$ cat src/rtl/ras_unit_pkg.sv
// rtl/ras_unit_pkg.sv - shared types and helpers for the return address stack
// Purpose: per-cycle operation encoding and its priority decode, plus the
//          overflow counter ceiling, shared by the stack and anything that
//          inspects it.
// Ports:   none (package)
package ras_unit_pkg;

    localparam logic [7:0] OVF_CNT_MAX = 8'hFF;

    // One operation is applied per cycle.
    // OP_REPLACE is push and pop together on a non-empty stack.
    typedef enum logic [2:0] {
        OP_HOLD    = 3'd0,
        OP_FLUSH   = 3'd1,
        OP_PUSH    = 3'd2,
        OP_POP     = 3'd3,
        OP_REPLACE = 3'd4
    } ras_op_e;

    // Priority: flush > push&pop > push > pop > hold.
    // Push and pop together on an empty stack degrade to a plain push.
    // A pop on an empty stack degrades to hold.
    function automatic ras_op_e ras_decode(input logic flush,
                                           input logic push,
                                           input logic pop,
                                           input logic nonempty);
        if (flush)
            return OP_FLUSH;
        else if (push && pop && nonempty)
            return OP_REPLACE;
        else if (push)
            return OP_PUSH;
        else if (pop && nonempty)
            return OP_POP;
        else
            return OP_HOLD;
    endfunction

endpackage

$ cat src/rtl/ras_unit_if.sv
// rtl/ras_unit_if.sv - call/return request and prediction bundle for ras_unit
// Purpose: groups the frontend control/data inputs and the prediction outputs
//          of the return address stack.
// Ports:   flush_i, push_i, pop_i, data_i   requests from the frontend
//          valid_o, ra_o, count_o, ovf_cnt_o prediction and status
// Modports: master (frontend side), slave (ras_unit side)
interface ras_unit_if #(
    parameter int DEPTH = 2,
    parameter int VLEN  = 32
);
    logic                       flush_i;
    logic                       push_i;
    logic                       pop_i;
    logic [VLEN-1:0]            data_i;
    logic                       valid_o;
    logic [VLEN-1:0]            ra_o;
    logic [$clog2(DEPTH):0]     count_o;
    logic [7:0]                 ovf_cnt_o;

    modport master (
        output flush_i, push_i, pop_i, data_i,
        input  valid_o, ra_o, count_o, ovf_cnt_o
    );

    modport slave (
        input  flush_i, push_i, pop_i, data_i,
        output valid_o, ra_o, count_o, ovf_cnt_o
    );
endinterface

$ cat src/rtl/ras_unit.sv
// rtl/ras_unit.sv - circular return address stack with overwrite-on-full
// Purpose: predicts return addresses. Calls push, returns pop, and both
//          together replace the top entry. When the stack is full, a push
//          overwrites the oldest entry.
// Ports:   clk_i  core clock
//          rst_i  synchronous active-high reset
//          bus    ras_unit_if.slave (flush/push/pop/data in; valid/ra/count/ovf_cnt out)
// Config:  RAS_OVF_CNT_EN - when defined, ovf_cnt_o is a saturating count of
//          pushes that overwrote an entry. When undefined, ovf_cnt_o is tied to 0.
module ras_unit
    import ras_unit_pkg::*;
#(
    parameter int DEPTH = 2,
    parameter int VLEN  = 32
) (
    input  logic        clk_i,
    input  logic        rst_i,
    ras_unit_if.slave   bus
);

    localparam int PW = $clog2(DEPTH);
    localparam int CW = PW + 1;

    generate
        if (DEPTH < 2 || (DEPTH & (DEPTH - 1)) != 0) begin : g_bad_depth
            $error("ras_unit: DEPTH must be a power of two >= 2");
        end
    endgenerate

    typedef struct packed {
        logic            valid;
        logic [VLEN-1:0] ra;
    } ras_t;

    ras_t            stack_q [DEPTH];
    logic [PW-1:0]   tp_q;
    logic [CW-1:0]   cnt_q;
    logic [PW-1:0]   tp_inc;
    logic [PW-1:0]   tp_dec;
    logic            full;
    ras_op_e         op;

    // DEPTH is a power of two, so the pointer wraps without an explicit modulo.
    assign tp_inc = tp_q + PW'(1);
    assign tp_dec = tp_q - PW'(1);
    assign full   = (cnt_q == CW'(DEPTH));
    assign op     = ras_decode(bus.flush_i, bus.push_i, bus.pop_i, cnt_q != '0);

    always_ff @(posedge clk_i) begin
        if (rst_i) begin
            for (int i = 0; i < DEPTH; i++)
                stack_q[i].valid <= 1'b0;
            tp_q  <= '0;
            cnt_q <= '0;
        end else begin
            unique case (op)
                OP_FLUSH: begin
                    for (int i = 0; i < DEPTH; i++)
                        stack_q[i].valid <= 1'b0;
                    tp_q  <= '0;
                    cnt_q <= '0;
                end
                OP_PUSH: begin
                    // When the stack is full, tp_inc points at the oldest
                    // entry, so this write overwrites it.
                    stack_q[tp_inc] <= '{valid: 1'b1, ra: bus.data_i};
                    tp_q            <= tp_inc;
                    if (!full)
                        cnt_q <= cnt_q + CW'(1);
                end
                OP_POP: begin
                    stack_q[tp_q].valid <= 1'b0;
                    tp_q                <= tp_dec;
                    cnt_q               <= cnt_q - CW'(1);
                end
                OP_REPLACE: begin
                    stack_q[tp_q] <= '{valid: 1'b1, ra: bus.data_i};
                end
                default: ;
            endcase
        end
    end

`ifdef RAS_OVF_CNT_EN
    logic [7:0] ovf_q;

    // Flush does not clear this counter. Only reset clears it.
    always_ff @(posedge clk_i) begin
        if (rst_i)
            ovf_q <= '0;
        else if (op == OP_PUSH && full && ovf_q != OVF_CNT_MAX)
            ovf_q <= ovf_q + 8'd1;
    end

    assign bus.ovf_cnt_o = ovf_q;
`else
    assign bus.ovf_cnt_o = 8'd0;
`endif

    assign bus.valid_o = stack_q[tp_q].valid;
    assign bus.ra_o    = stack_q[tp_q].valid ? stack_q[tp_q].ra : '0;
    assign bus.count_o = cnt_q;

endmodule

$ cat src/flat_wrapper.sv
// flat-port wrapper written by rule: the top's interface ports become plain ports
module ras_unit_flat import ras_unit_pkg::*;
#(
    parameter int DEPTH = 2,
    parameter int VLEN  = 32
)
  (clk_i, rst_i, bus_flush_i, bus_push_i, bus_pop_i, bus_data_i, bus_valid_o, bus_ra_o, bus_count_o, bus_ovf_cnt_o);
  ras_unit_if #(.DEPTH(DEPTH), .VLEN(VLEN)) bus_i ();
  input  logic clk_i;
  input  logic rst_i;
  input wire logic [$bits(bus_i.flush_i)-1:0] bus_flush_i;
  input wire logic [$bits(bus_i.push_i)-1:0] bus_push_i;
  input wire logic [$bits(bus_i.pop_i)-1:0] bus_pop_i;
  input wire logic [$bits(bus_i.data_i)-1:0] bus_data_i;
  output wire logic [$bits(bus_i.valid_o)-1:0] bus_valid_o;
  output wire logic [$bits(bus_i.ra_o)-1:0] bus_ra_o;
  output wire logic [$bits(bus_i.count_o)-1:0] bus_count_o;
  output wire logic [$bits(bus_i.ovf_cnt_o)-1:0] bus_ovf_cnt_o;
  assign bus_i.flush_i = bus_flush_i;
  assign bus_i.push_i = bus_push_i;
  assign bus_i.pop_i = bus_pop_i;
  assign bus_i.data_i = bus_data_i;
  assign bus_valid_o = bus_i.valid_o;
  assign bus_ra_o = bus_i.ra_o;
  assign bus_count_o = bus_i.count_o;
  assign bus_ovf_cnt_o = bus_i.ovf_cnt_o;
  ras_unit #(.DEPTH(DEPTH), .VLEN(VLEN)) u_core (.clk_i(clk_i), .rst_i(rst_i), .bus(bus_i));
endmodule
$ cat config.mk
export PLATFORM = sky130hd
export DESIGN_NAME = ras_unit_flat
export DESIGN_NICKNAME = d
export VERILOG_FILES = /design/src/rtl/ras_unit_pkg.sv /design/src/rtl/ras_unit_if.sv /design/src/rtl/ras_unit.sv /design/src/flat_wrapper.sv
export SDC_FILE = /design/constraint.sdc
export NUM_CORES = 1
export LEC_CHECK = 0
export BUFFER_PORTS_ARGS = -buffer_cell sky130_fd_sc_hd__buf_2
export CAP_MARGIN = 40
export CORE_ASPECT_RATIO = 1.2
export CORE_MARGIN = 5
export CORE_UTILIZATION = 25
export DETAILED_ROUTE_END_ITERATION = 10
export SLEW_MARGIN = 20
export SYNTH_ARGS = -nofsm -noshare
export SYNTH_HDL_FRONTEND = slang
export SYNTH_SLANG_ARGS = --single-unit
export TNS_END_PERCENT = 100
$ cat constraint.sdc
create_clock -name clk_i -period 2.9 [get_ports clk_i]
set_input_delay 0.87 -clock clk_i [delete_from_list [all_inputs] [get_ports clk_i]]
set_output_delay 0.87 -clock clk_i [all_outputs]
set_load 0.01 [all_outputs]
# == Word level (Yosys, flattened, before mapping) ==
# Memories as Yosys holds them, arrays and structs flattened. A register that Yosys moved wholly into a read port is not among the register bits.
# Cells that the tools add are included.
# classes
n_mux,33
n_addsub,4
bitwise,3
reduce_logical,8
n_eq_ne,6
# ops
op,count
$mux W33,2
$reduce_or A33 Y1,2
$mux W32,1
$mux W1,21
$mux W3,3
$mux W2,4
$eq A3 B2 Y1 const B,2
$pmux W2 S3,1
$eq A3 B1 Y1 const B,1
$eq A3 B3 Y1 const B,1
$logic_and A1 B1 Y1,3
$or A1 B1 Y1,3
$pmux W1 S3,1
$reduce_bool A3 Y1,1
$add A2 B1 Y2 const B,1
$eq A2 B2 Y1 const B,1
$ne A2 B2 Y1 const B,1
$reduce_and A2 Y1,1
$reduce_bool A2 Y1,1
$sub A2 B1 Y2 const B,1
$add A1 B1 Y1 const B,1
$sub A1 B1 Y1 const B,1
# word_totals
word_cells,57
memories,1
ff_bits,3
ramBits,66
in_bits,37
out_inout_bits,43
# memory_table
name,depth,word_bits,read_ports,rd_ports_with_merged_regs,wr,line_no,text
u_core.stack_q,2,33,1,1,2,ras_unit.sv:35,ras_t stack_q [DEPTH];

# == Logic depth before layout (Yosys ltp) ==
# Gate-level depths: netlist of the first run.
# logic_depth
ltp_word,13
mapped_depth,4
depth_no_buf,3

# == Worst setup path after synthesis of the first run ==
# OpenSTA, ideal clock, no wires.
# synth_path
kind,input -> register
from,input bus_flush_i
to,"memory u_core.stack_q[0][0] in the netlist's numbering, enable pin"
cell_stages,3
arrival_ns,2.596
setup_ns,0.421
n_path_buf,0
required_ns,2.479
path_slack_ns,-0.117
path_cell_list,nor2_1 nand2_1 nor2_1
# synth_lines
element,line_no,text
"start, declared",flat_wrapper.sv:11,input wire logic [$bits(bus_i.flush_i)-1:0] bus_flush_i;
"end, declared",ras_unit.sv:35,

==> results of run 1 <==
## worst max path at each step
stage | slack [ps] | depth (start not counted) | startpoint | end
2_1_floorplan | 400 | 3 | bus_flush_i | u_core.stack_q[0][0]
3_3_place_gp | 700 | 5 | bus_flush_i | u_core.stack_q[0][14]
3_5_place_dp | 660 | 5 | bus_flush_i | u_core.stack_q[0][14]
4_1_cts | 320 | 4 | flip-flop | bus_ra_o[7]
5_1_grt | 270 | 4 | flip-flop | bus_ra_o[0]
6_report | 400 | 4 | flip-flop | bus_ra_o[24]
## sequential cells by signal, indices dropped and copies added, names as in the netlist, named ones only
signal and flops:
u_core.stack_q 66, u_core.bus.count_o 2, u_core.tp_q 1
## worst max-delay path, stage by stage (launching register included)
cell and delay, ps:
dfxtp_2 370, mux2i_4 300, buf_4 360, nor2_1 110, buf_2 150
## cells in the mapped netlist (3+ instances only)
master / instances / share of area
nor2_1: 37 / 0.049
nand2_1: 3 / 0.0039
buf_6: 3 / 0.012
edfxtp_1: 66 / 0.70
buf_4: 10 / 0.026
mux2i_1: 32 / 0.11
dfxtp_1: 4 / 0.028
o211ai_1: 3 / 0.0079
## per-layer routing
| layer | track usage | wire length [um] | vias to the layer above |
|---|---|---|---|
| met5 | 0 | 7 | - |
| met4 | 0.0401 | 85 | 2 |
| met3 | 0.0358 | 395 | 12 |
| met2 | 0.155 | 3010 | 52 |
| met1 | 0.0967 | 2200 | 754 |
| li1 | - | - | 801 |
## through the flow
stage / total power [W] / utilization
finish: 0.00234 / 0.328
global route: 0.00245 / 0.328
global placement: 0.00134 / 0.303
floorplan: 0.00128 / -
detailed placement: 0.00135 / 0.303
CTS: 0.00238 / 0.328
## cells by family (layout without fill, tap and decap cells)
logic type / Yosys count / in the layout / synth area share
DFF: 70 / 70 / 0.723
muxes: 33 / 33 / 0.120
xor gates and xnor gates: 2 / 2 / 0.0136
and+or+nand+nor: 48 / 48 / 0.0720
other: 1 / 8 / 0.00132
buffers and inverters: 18 / 95 / 0.0483
AOI/OAI and AO/OA: 9 / 9 / 0.0215
## layout make-up
type / instances / share of cell area
Sequential cell: 70 / 0.567
Clock buffer: 9 / 0.0619
Timing Repair Buffer: 78 / 0.112
Multi-Input combinational cell: 100 / 0.189
Clock inverter: 7 / 0.0155
Inverter: 1 / 0.00103
Tap cell: 154 / 0.0530
## power groups by stage
stage	Clock (W)	Sequential, W	Combinational (W)
floorplan	0	0.00116	0.000120
global placement	0	0.00116	0.000179
detailed placement	0	0.00117	0.000183
CTS	0.00106	0.00114	0.000184
global route	0.00110	0.00115	0.000198
finish	0.00102	0.00114	0.000177
==> reports/qor.csv, run 1 <==
metric;value;unit
seqPwrFrac;0.489;
ant_nets;0;
clockRootBuffer;clkbuf_16;
synth-seq-cells;70;
crit_type;flip-flop to output port;
finalWorstSetupSlack;395;ps
insertion_delay;330;ps
hold_class;flip-flop to flip-flop;
rsz0062_at_grt;no;
dp.cells;403;
numCtsBuffers;9;
wl;5.70;mm
holdWs;612;ps
irDropWorstVdd;0.289;mV
dp_hpwl;4.07;mm
num_vias;1621;
ctsResizeCount;0;
drv_slew;0;
core;0.0111;mm^2
grt_start_max_net_pins;29;
layout_commonest_cell;buf_2;
io_buffer_count;71;
max_freq;399;MHz
worst-endpoint-required;2030;ps
start_util;0.257;
clk_pin_slew;60;ps
finClkSkew;6.14;ps
yosysWarningCount;0;
avgSynthCellArea;15.8;um^2
synth_flop_cell;edfxtp_1;
fin_cells;419;
ys_seq_area_frac;0.723;
p_int;0.00180;W
start_kind;flip-flop;
syn2layout_area_growth;27.5;%
n_antenna_cell;0;
die-area;0.0137;mm^2
num_rows;42;
pwr-share-comb;0.076;
holdPathEnd;u_core.bus.count_o[1];
reg2reg_slack;1210;ps
crit_fanout;28;
layout_common_cells;71 x buf_2, 66 x edfxtp_1, 36 x nor2_1;
tritoncts;yes;
cts.sinks;70;
end_kind;output port;
placed_area;0.00335;mm^2
min-delay-start;u_core.bus.count_o[0];
synth_cell_types;25;
cts-htree-levels;3;
grt_pass1_wl;9.18;mm
cts_hold_buf;0;
multi_input_area;687;um^2
antenna_found_initial;1;
place_congestion;0.665;
route.detailed.drc;0;
drt-vias-per-instance;3.87;
synth_area;0.00285;mm^2
synth_edf_count;66;
routedWlPerCell;13.6;um
total_leakage_power;1.37;nW
fin_crit;2500;ps
final_nets;297;
worstHoldPathCells;2;
pin_count;80;
r2r_start;u_core.bus.count_o[1];
setup_viol;0;
die_width;107;um
post_cts_buffers;0;
drt_iter0_drc;54;
p_clk_frac;0.435;
grt_overflow;0;
drv_cap;0;
fillerInstances;1121;
status;completed;
p_sw;0.000542;W
synthArstFlopShare;0;
hold_violations;0;
ff_latch_area;0.00206;mm^2
final_cell_area;0.00364;mm^2
rr_worst_depth;4;
fin_crit_sh;0.864;
synthCells;181;
fin_tns_setup;0;ps
cts_max_path_buffers;2;
crit_arrival;1630;ps
swShare;0.232;
drtPass1Iterations;4;
drive_gt1_frac;0.385;
rr_endpoint;u_core.stack_q[1][23];
place_ws;657;ps
die_h;127;um
power-per-cell-area;643;mW/mm^2
grtUsageTotal;0.0899;
grt_pass1_vias;1769;
Power figures use the tool's default switching activity.
==> run 2, diff against run 1 <==
--- a/config.mk
+++ b/config.mk
@@ -5,6 +5,7 @@
 export SDC_FILE = /design/constraint.sdc
 export NUM_CORES = 1
 export LEC_CHECK = 0
+export ABC_AREA = 1
 export BUFFER_PORTS_ARGS = -buffer_cell sky130_fd_sc_hd__buf_2
 export CAP_MARGIN = 40
 export CORE_ASPECT_RATIO = 1.2
==> run 2 against run 1 <==
  * Via count up 13%
  * Sequential power about the same
  * Critical path depth up 1
  * Power up 9.0%
  * Routed wire length up 5.4%
  * Setup slack worse by 130 ps
  * Register-to-register slack worse by 80 ps
  * Count of clock-buffer cells in the layout up 3
  * Cell count up 14%
  * Non-clock buffer count down 3
  * Critical path type unchanged
  * Critical endpoint is now bus_ra_o[21]
  * Largest cell class unchanged
  * Highest routed layer unchanged
==> reports/qor.csv, run 2 <==
metric;value;unit;change
crit_type;flip-flop to output port;;
drv_cap;0;;unchanged
layout_common_cells;71 x buf_2, 66 x edfxtp_1, 39 x nand2_1;;
synth_top_area_share;0.650;;-0.0451
regMostFlops;u_core.stack_q;;
grt_pass1_wl;9.67;mm;+5.4%
synthCells;234;;+29%
numCtsBuffers;9;;unchanged
antenna_found_initial;1;;unchanged
tritoncts;yes;;
drtPass1Iterations;4;;unchanged
cpMaxStageDelayCell;dfxtp_2;;
place_ws;557;ps;-100 ps
synth_area;0.00305;mm^2;+6.9%
drt-vias-per-instance;3.82;;-1.3%
synth_cell_types;21;;-16%
ctsResizeCount;0;;unchanged
insertion_delay;330;ps;about the same
grt_pass1_vias;1963;;+11%
p_total;0.00255;W;+9.0%
yosysMostFrequentCell;edfxtp_1;;
end_kind;output port;;
start_util;0.253;;-0.00426
cts_max_path_buffers;2;;unchanged
hold_violations;0;;unchanged
num_rows;44;;+4.8%
synthArstFlopShare;0;;unchanged
hold_class;flip-flop to flip-flop;;
final_cell_area;0.00393;mm^2;+8.1%
cts-htree-levels;3;;unchanged
n_antenna_cell;0;;unchanged
die-area;0.0145;mm^2;+6.3%
dp_hpwl;4.24;mm;+4.1%
holdWs;574;ps;-37.3 ps
placed_area;0.00360;mm^2;+7.3%
yosysTopAreaCell;edfxtp_1;;
cts.sinks;70;;unchanged
synth_flop_cell;edfxtp_1;;
fin_crit;2630;ps;+128 ps
rsz0062_at_grt;no;;
ys_seq_area_frac;0.676;;-0.0469
synth-seq-cells;70;;unchanged
drv_slew;0;;unchanged
fillerInstances;1227;;+9.5%
routedWlPerCell;12.6;um;-7.6%
route.detailed.drc;0;;unchanged
start_kind;flip-flop;;
max_stage_delay;620;ps;+250 ps
die_width;111;um;+3.1%
final_nets;349;;+18%
wl;6.01;mm;+5.4%
crit_arrival;1760;ps;+130 ps
avgSynthCellArea;13.0;um^2;-17%
cts_hold_buf;0;;unchanged
grt_start_max_net_pins;34;;+17%
crit_chain;buf_12 -> mux2_2 -> nand2_1 -> inv_1 -> buf_2;;
io_buffer_count;71;;unchanged
syn2layout_area_growth;28.9;%;
grtUsageTotal;0.0879;;-0.00208
fin_tns_setup;0;ps;unchanged
ant_nets;0;;unchanged
largest_reg_flops;66;;unchanged
grt_overflow;0;;unchanged
core;0.0121;mm^2;+8.7%
die_h;131;um;+3.1%
finalWorstSetupSlack;268;ps;-128 ps
status;completed;;
clk_pin_slew;50;ps;about the same
pin_count;80;;unchanged
irDropWorstVdd;0.201;mV;-31%
clockRootBuffer;clkbuf_16;;
drt_iter0_drc;52;;-3.7%
yosysWarningCount;0;;unchanged
worst-endpoint-required;2030;ps;about the same
num_vias;1826;;+13%
crit_fanout;18;;-36%
max_freq;380;MHz;-4.9%
drive_gt1_frac;0.451;;+0.0662
synth_common_cells;66 x edfxtp_1, 39 x nand2_1, 37 x inv_1;;
place_congestion;0.671;;+0.86%
ys_top_cells_by_area;edfxtp_1 65%, mux2_2 12%, nand2_1 4.8%;;
finClkSkew;7.37;ps;+1.23 ps
synth_edf_count;66;;unchanged
post_cts_buffers;0;;unchanged
setup_viol;0;;unchanged
layout_commonest_cell;buf_2;;
fin_crit_sh;0.908;;+0.0440
power-per-cell-area;648;mW/mm^2;+0.82%
total_leakage_power;1.76;nW;+28%
-- run 2: area by class of cell --
class	count	area, um^2	share of cell area
Clock buffer	12	236	0.0602
Clock inverter	4	95.1	0.0242
Timing Repair Buffer	75	410	0.104
Inverter	43	161	0.0411
Sequential cell	70	2060	0.525
Tap cell	161	201	0.0513
Multi-Input combinational cell	113	762	0.194
-- run 2: kinds of logic (layout without fill, tap and decap cells) --
kind of cell	Yosys count	count (layout)	synth area share
AOI/OAI and AO/OA	5	5	0.00944
xor gates and xnor gates	1	1	0.00534
buffers and inverters	58	134	0.0874
DFF	70	70	0.676
muxes	33	33	0.123
other	1	8	0.00123
and+or+nand+nor	66	66	0.0972
-- run 2: through the flow --
| stage | instances | utilization |
|---|---|---|
| after floorplan | 241 | - |
| after global placement | 462 | 0.298 |
| after detailed placement | 462 | 0.298 |
| after CTS | 478 | 0.326 |
| after global routing | 478 | 0.326 |
| final | 478 | 0.326 |
-- run 2: final timing paths --
path | startpoint | end | slack, ps | depth (start not counted)
max | flip-flop | bus_ra_o[21] | 270 | 5
min reg2reg | u_core.tp_q | flip-flop | 570 | 2
max reg2reg | u_core.bus.count_o[1] | u_core.stack_q[1][22] | 1130 | 7
min | u_core.tp_q | flip-flop | 570 | 2
-- run 2: worst max-delay path, delay by kind of cell, from the launching register on --
family,cells,cell delay [ps]
flip-flops,1,620
buffers and inverters,3,400
multiplexers,1,340
AND/OR/NAND/NOR,1,70
-- run 2: layer usage --
metal / up-vias / track usage / share of wire
li1: 915 / - / -
met5: - / 0 / 0.0033
met1: 847 / 0.0909 / 0.39
met4: 2 / 0.0565 / 0.024
met3: 13 / 0.0272 / 0.053
met2: 49 / 0.156 / 0.53
-- run 2: report_power, final --
group	switching, W	internal (W)
registers	0.0000134	0.00113
logic	0.000107	0.0000792
clock network	0.000377	0.000839
